## src/rtl/bus_arb_pkg.sv

```systemverilog
// Shared types and constants for the round-robin write-bus arbiter.
package bus_arb_pkg;

    localparam int unsigned STATE_W        = 2;
    localparam int unsigned DATA_W_DEFAULT = 8;

    typedef enum logic [STATE_W-1:0] {
        ST_IDLE    = 2'd0,
        ST_GRANT   = 2'd1,
        ST_RELEASE = 2'd2
    } state_t;

endpackage

```

## src/rtl/rr_pick.sv

```systemverilog
// Round-robin winner select: rotate so last+1 sits at bit 0, fixed-priority
// encode, then rotate the found offset back into a requester index.
module rr_pick #(
    parameter int NUM_REQ = 4,
    parameter int ID_W    = $clog2(NUM_REQ)
) (
    input  logic [NUM_REQ-1:0] i_req,
    input  logic [ID_W-1:0]    i_last,
    output logic [ID_W-1:0]    o_winner,
    output logic               o_any
);

    logic [ID_W-1:0]    w_shift;
    logic [ID_W-1:0]    w_off;
    logic [NUM_REQ-1:0] w_rot;
    logic [ID_W:0]      w_sum;

    always_comb begin
        w_shift = (i_last == ID_W'(NUM_REQ - 1)) ? '0 : i_last + 1'b1;
        w_rot   = NUM_REQ'({i_req, i_req} >> w_shift);
        w_off   = '0;
        for (int j = NUM_REQ - 1; j >= 0; j--) begin
            if (w_rot[j]) begin
                w_off = ID_W'(j);
            end
        end
        // Un-rotate modulo NUM_REQ, which need not be a power of two.
        w_sum = {1'b0, w_shift} + {1'b0, w_off};
        if (w_sum >= (ID_W + 1)'(NUM_REQ)) begin
            w_sum = w_sum - (ID_W + 1)'(NUM_REQ);
        end
        o_winner = w_sum[ID_W-1:0];
        o_any    = |i_req;
    end

endmodule

```

## src/rtl/bus_arbiter.sv

```systemverilog
// Round-robin arbiter for a shared tristate write bus: grants one writer per
// three cycles by dropping its busy line, captures the bus and forwards it.
module bus_arbiter
    import bus_arb_pkg::*;
#(
    parameter  int NUM_REQ = 4,
    parameter  int DATA_W  = DATA_W_DEFAULT,
    localparam int ID_W    = $clog2(NUM_REQ)
) (
    input  logic               i_clk,
    input  logic               i_reset,
    input  logic [NUM_REQ-1:0] i_req,
    output logic [NUM_REQ-1:0] o_busy,
    input  logic [DATA_W-1:0]  i_bus,
    output logic [DATA_W-1:0]  o_data,
    output logic               o_valid,
    output logic [ID_W-1:0]    o_id,
    output logic               o_err
);

    state_t             r_state, w_state_nxt;
    logic [ID_W-1:0]    r_last, w_last_nxt;
    logic [ID_W-1:0]    r_grant, w_grant_nxt;
    logic [NUM_REQ-1:0] r_busy, w_busy_nxt;
    logic [DATA_W-1:0]  r_data, w_data_nxt;
    logic [ID_W-1:0]    r_id, w_id_nxt;
    logic               r_valid, w_valid_nxt;
    logic [ID_W-1:0]    w_winner;
    logic               w_any;

    rr_pick #(
        .NUM_REQ (NUM_REQ),
        .ID_W    (ID_W)
    ) u_rr_pick (
        .i_req    (i_req),
        .i_last   (r_last),
        .o_winner (w_winner),
        .o_any    (w_any)
    );

    always_ff @(posedge i_clk) begin
        if (i_reset) begin
            r_state <= ST_IDLE;
            r_last  <= ID_W'(NUM_REQ - 1);
            r_grant <= '0;
            r_busy  <= '1;
            r_data  <= '0;
            r_id    <= '0;
            r_valid <= 1'b0;
        end else begin
            r_state <= w_state_nxt;
            r_last  <= w_last_nxt;
            r_grant <= w_grant_nxt;
            r_busy  <= w_busy_nxt;
            r_data  <= w_data_nxt;
            r_id    <= w_id_nxt;
            r_valid <= w_valid_nxt;
        end
    end

    always_comb begin
        w_state_nxt = r_state;
        w_last_nxt  = r_last;
        w_grant_nxt = r_grant;
        w_busy_nxt  = '1;
        w_data_nxt  = r_data;
        w_id_nxt    = r_id;
        w_valid_nxt = 1'b0;
        unique case (r_state)
            ST_IDLE: begin
                if (w_any) begin
                    w_grant_nxt = w_winner;
                    w_last_nxt  = w_winner;
                    w_busy_nxt  = ~(NUM_REQ'(1) << w_winner);
                    w_state_nxt = ST_GRANT;
                end
            end
            ST_GRANT: begin
                // Capture unconditionally; the writer drives while it sees busy low.
                w_data_nxt  = i_bus;
                w_id_nxt    = r_grant;
                w_valid_nxt = 1'b1;
                w_state_nxt = ST_RELEASE;
            end
            ST_RELEASE: begin
                w_state_nxt = ST_IDLE;
            end
            default: begin
                w_state_nxt = ST_IDLE;
            end
        endcase
    end

    // A writer still requesting while released failed to drop after its grant.
    assign o_err   = (r_state == ST_RELEASE) && i_req[r_grant];
    assign o_busy  = r_busy;
    assign o_data  = r_data;
    assign o_valid = r_valid;
    assign o_id    = r_id;

    a_busy_onehot0: assert property (@(posedge i_clk) disable iff (i_reset)
        $onehot0(~o_busy));
    a_busy_after_idle: assert property (@(posedge i_clk) disable iff (i_reset)
        !(&o_busy) |-> $past(r_state) == ST_IDLE);
    a_state_legal: assert property (@(posedge i_clk) disable iff (i_reset)
        r_state <= ST_RELEASE);

endmodule
```

## config.mk

```make
export PLATFORM = sky130hd
export DESIGN_NAME = bus_arbiter
export DESIGN_NICKNAME = d
export VERILOG_FILES = /design/src/rtl/bus_arb_pkg.sv /design/src/rtl/rr_pick.sv /design/src/rtl/bus_arbiter.sv
export SDC_FILE = /design/constraint.sdc
export NUM_CORES = 1
export LEC_CHECK = 0
export BUFFER_PORTS_ARGS = -buffer_cell sky130_fd_sc_hd__buf_2
export CORE_MARGIN = 2
export CORE_UTILIZATION = 30
export CTS_BUF_LIST = sky130_fd_sc_hd__clkbuf_2 sky130_fd_sc_hd__clkbuf_4 sky130_fd_sc_hd__clkbuf_8
export DETAILED_ROUTE_END_ITERATION = 8
export GPL_ROUTABILITY_DRIVEN = 0
export PLACE_DENSITY = 0.54
export SLEW_MARGIN = 20
export SYNTH_ARGS = -nofsm -noshare
export SYNTH_HDL_FRONTEND = slang
export SYNTH_HIERARCHICAL = 1
export SYNTH_SLANG_ARGS = --single-unit
```

## constraint.sdc

```tcl
create_clock -name i_clk -period 2.02 [get_ports i_clk]
set_input_delay 0.202 -clock i_clk [delete_from_list [all_inputs] [get_ports i_clk]]
set_output_delay 0.202 -clock i_clk [all_outputs]
set_load 0.01 [all_outputs]
```

# After elaboration in Yosys (flattened, before gate mapping)
# Index checks and enable logic that the tools add are counted.
# word_totals
ff_bits	21
in_bits	14
out_inout_bits	16
word_cells	37
# op_classes
n_addsub	3
magnitude_cmp	2
eq_ne	4
shifts	2
mux	11
bitwise	3
reduce_logical	5
# ops
operator	n
2-bit two-way mux	7
8-bit by 2-bit right shift with 4-bit output	1
2-bit == test (second input constant)	2
4-bit inverter	1
2-bit one-hot mux with 2 select lines	1
4-bit OR reduction	1
1-bit by 2-bit left shift with 4-bit output (first input constant)	1
2-bit by 2-bit adder with 3-bit output	1
3-bit >= comparator (second input constant)	1
2-bit by 3-bit < comparator with 1-bit output (second input constant)	1
3-bit OR reduction	1
2-bit by 1-bit adder with 2-bit output (second input constant)	1
1-bit binary-select mux with 2-bit select	1
2-bit by 1-bit == test with 1-bit output (second input constant)	1
2-bit zero test	1
1-bit two-way mux	2
2-bit by 1-bit != test with 1-bit output (second input constant)	1
1-bit inverter	2
2-bit AND reduction	1
2-bit by 1-bit subtractor with 2-bit output (second input constant)	1
1-bit logical AND	1

# Logic depth before layout (Yosys ltp)
# depth
depth_word	12
ltp_mapped	6
ltp_nobuf	6

# Cells and area by module
# The synthesis kept the hierarchy.
# by_module_without_submodules
mod	instances	cells_per_inst	area_each_um2
bus_arbiter	1	80	744.5
rr_pick	1	14	98.8

# Least setup slack after synthesis
# No wires, ideal clock.
# synth_path
kind	register to register
start	register r_last[0]
end	register r_grant[1]
setup_ns	0.070
t_arrival_ns	1.561
setup_slack_ns	0.389
path_stages_with_launch	7
n_path_buf	0
synth_period_minus_slack_ns	1.631
cell_sequence	dfxtp_1 > ha_1 > o21ai_1 > o31ai_1 > o31ai_1 > nand2_1 > a21oi_1
# synth_between
elab_chain_cells	10
word_cells_on_any_way	12
cone_classes	add/sub (3); order compare (1); eq/ne (1); shift (1); mux (6)
# synth_lines
element	line_no	text
start: declaration	bus_arbiter.sv:22	logic [ID_W-1:0] r_last, w_last_nxt;
start signal: assignment	bus_arbiter.sv:44	r_last <= ID_W'(NUM_REQ - 1);
start signal: assignment	bus_arbiter.sv:52	r_last <= w_last_nxt;
2-bit by 1-bit adder with 2-bit output / 2-bit == test (equally long branches)	rr_pick.sv:19	w_shift = (i_last == ID_W'(NUM_REQ - 1)) ? '0 : i_last + 1'b1;
2-bit two-way mux (*)	rr_pick.sv:19	
8-bit by 2-bit right shift with 4-bit output	rr_pick.sv:20	w_rot = NUM_REQ'({i_req, i_req} >> w_shift);
2-bit two-way mux (4 in a row)	rr_pick.sv:23	if (w_rot[j]) begin
2-bit by 2-bit adder with 3-bit output (*)	rr_pick.sv:28	w_sum = {1'b0, w_shift} + {1'b0, w_off};
3-bit >= comparator / 2-bit by 1-bit subtractor with 2-bit output (equally long branches)	rr_pick.sv:29, rr_pick.sv:30	
2-bit two-way mux (*)	rr_pick.sv:29	if (w_sum >= (ID_W + 1)'(NUM_REQ)) begin
via w_winner[1]	bus_arbiter.sv:28	logic [ID_W-1:0] w_winner;
end signal: assignment	bus_arbiter.sv:53	r_grant <= w_grant_nxt;
end: declaration	bus_arbiter.sv:23	logic [ID_W-1:0] r_grant, w_grant_nxt;
# The timed path passes the listed nets; every way through them passes the cells marked *.
# A chain may end at the register's enable or synchronous reset.

# Worst setup path in the final report
# layout_path
start	register r_grant[0]
end	output o_err
# layout_between
elab_chain_cells	3
# layout_lines
element	line_no	text
1-bit binary-select mux with 2-bit select	bus_arbiter.sv:95	assign o_err = (r_state == ST_RELEASE) && i_req[r_grant];
1-bit two-way mux (implied by the code)	bus_arbiter.sv:95	
1-bit logical AND	bus_arbiter.sv:95	
end: declaration	bus_arbiter.sv:18	output logic o_err
# Every way passes these cells. The select of a mux whose other input is x is not followed.

==> results.sh <==
export IMPL_status="finished clean"
export IMPL_ant_nets=0
export IMPL_grt_pass1_wl_mm=2.732
export IMPL_grt_pass1_vias=656
export IMPL_setup_tns_ns=0
export IMPL_antenna_found_initial=0
export IMPL_finalHoldViolations=0
export IMPL_path_clk_slew_ns=0.12
export IMPL_slew_viol_final=0
export IMPL_path_class="reg -> out"
export IMPL_io_pin_count=30
export IMPL_dr_wl_met3_um=56
export IMPL_multi_input_area_um2=392.9
export IMPL_irDropWorstVdd_v=0.0003219
export IMPL_via_count=709
export IMPL_met1_length_um=730
export IMPL_hp_class="in -> reg"
export IMPL_die_w_um=57.02
export IMPL_cts_setup_buffers=0
export IMPL_rsz0062_at_grt="no"
export IMPL_synth_edf_count=0
export IMPL_required_ns=1.82
export IMPL_synth_cells=94
export IMPL_die_height_um=57.02
export IMPL_clockBufferDepth=2
export IMPL_hold_ws_ns=0.1257
export IMPL_crit_path_top_delay_cell="mux4_2"
export IMPL_numCtsBuffers=3
export IMPL_start_util=0.3112
export IMPL_wl_mm=1.647
export IMPL_dpl_worst_slack_ns=0.4383
export IMPL_max_slew_margin_rel=0.7299
export IMPL_nNetsFinal=140
export IMPL_final_cell_count_no_fill=155
export IMPL_cap_violations=0
export IMPL_cts_resized=0
export IMPL_worst_pin_slew_ns=0.4052
export IMPL_placementRows=19
export IMPL_drive_above_1_share=0.3306
export IMPL_power_internal_mw=0.6292
export IMPL_power_density_nw_per_um2=862.2
export IMPL_dr_wl_met2_um=846
export IMPL_antenna_cells=0
export IMPL_synth_area_um2=843.3
export IMPL_fmax_mhz=580.4
export IMPL_viasPerCell=4.574
export IMPL_drcViolationCount=0
export IMPL_critPathMaxStageDelay_ns=0.50
export IMPL_ys_async_sr_fraction=0
export IMPL_fin_crit_sh=0.8529
export IMPL_power_frac_comb=0.246
export IMPL_clock_skew_ns=0.005867
export IMPL_postCtsHoldBufs=0
export IMPL_rrSetupSlack_ns=0.46
export IMPL_top_layer="met4"
export IMPL_synth_seq_cells=21
export IMPL_swShare=0.2982
export IMPL_post_dp_cell_area_um2=1012
export IMPL_cts_tree="yes"
export IMPL_postLayoutCellArea_um2=1040
export IMPL_seq_area_frac_synth=0.4985
export IMPL_grt_start_max_net_pins=19
export IMPL_setup_viol=0
export IMPL_layout_commonest_cell="buf_2"
export IMPL_drt_pass1_iterations=4
export IMPL_min_period_ns=1.723
export IMPL_worst_setup_path_end_kind="output pin"
export IMPL_crit_path_cell_trace="mux4_2, and3b_1, buf_2"
export IMPL_htree_levels=1
export IMPL_clock_latency_ns=0.30
export IMPL_dieArea_um2=3251
export IMPL_track_usage=0.1066
export IMPL_ys_warnings_count=6
export IMPL_syn_nets=109
export IMPL_core_area_um2=2710
export IMPL_seqCellArea_um2=420.4
export IMPL_avgRoutedWirePerCell_um=10.63
export IMPL_hpwl_mm=1.233
export IMPL_clkPwrFrac=0.218
export IMPL_cp_arrival_ns=1.52
export IMPL_fillers=290
export IMPL_dp_cells=151
export IMPL_synth_cell_types=29
export IMPL_fin_ws_ns=0.2971
export IMPL_cts_root_buf="clkbuf_4"
export IMPL_layout_common_cells="buf_2 (29), nand2_1 (28), dfxtp_1 (21), a21oi_1 (12), clkbuf_4 (3)"
export IMPL_drt_iter0_drc=10
export IMPL_gr_total_overflow=0
export IMPL_seqPwrFrac=0.536
export IMPL_cp_start_kind="register"
export IMPL_clock_sinks=21
export IMPL_crit_fanout=3
export IMPL_syn2layout_area_growth_pct=23.29
export IMPL_net_switching_power_mw=0.2674
export IMPL_syn_area_per_cell_um2=8.971
export IMPL_p_leak_nw=0.4461
export IMPL_numPortBuffers=29
export IMPL_synth_main_ff_cell="dfxtp_1"
## synthesized netlist by cell type (2+ instances only)
cell type   n  area, um2
nand2_1    28      105.1
dfxtp_1    21      420.4
a21oi_1    12      60.06
buf_2       3      15.01
a21oi_2     2      17.52
nor2_1      2      7.510
nor2b_1     2      12.51
o21ai_0     2      10.01
o31ai_1     2      15.01
## flip-flops by register name, indices dropped and copies added (netlist names)
name and count:
o_busy 4, o_data 8, o_id 2, o_valid 1
r_grant 2, r_last 2, r_state 2
## power by group through the flow
stage	logic (mW)	registers [mW]	clock network, mW
final	0.220	0.481	0.196
after global routing	0.249	0.486	0.229
after CTS	0.223	0.481	0.209
after global placement	0.219	0.489	0
after floorplan	0.145	0.498	0
after detailed placement	0.222	0.491	0
## routing by layer
metal  vias to the layer above  track usage
li1                        381            -
met1                       317       0.1232
met2                         9       0.1872
met3                         2      0.02948
met4                         0      0.03987
met5                         -            0
## logic make-up after synthesis
family,count (synthesis),synth area share
buffers and inverters,5,0.03560
muxes,1,0.02670
AOI/OAI and AO/OA,22,0.1602
adders and majority gates,1,0.01483
DFF,21,0.4985
and+or+nand+nor,44,0.2641
## through the flow
stage | power [mW] | util
6_report | 0.8965 | 0.3837
5_1_grt | 0.9636 | 0.3837
4_1_cts | 0.9128 | 0.3837
3_5_place_dp | 0.7125 | 0.3735
3_3_place_gp | 0.7079 | 0.3735
2_1_floorplan | 0.6431 | -
## critical path: cells and delay by family (launching register included)
kind / cells / cell delay, ns
simple gates: 1 / 0.19
buf+inv: 1 / 0.13
mux: 1 / 0.50
flops: 1 / 0.40
## path summary, 6_finish.rpt
| path | start | endpoint | depth (start not counted) |
|---|---|---|---|
| worst min-delay path | i_bus[6] | o_data[6] | 3 |
| worst max register to register | r_last[0] | r_grant[1] | 7 |
| worst min register to register | o_data[6] | o_data[6] | 2 |
| worst max-delay path | r_grant[0] | o_err | 3 |
## layout make-up
type,count,area share
Multi-Input combinational cell,68,0.3779
Clock inverter,1,0.004813
Sequential cell,21,0.4043
Clock buffer,3,0.02166
Tap cell,31,0.03730
Timing Repair Buffer,31,0.1540
Note: power is estimated with default switching activity, not from simulation.
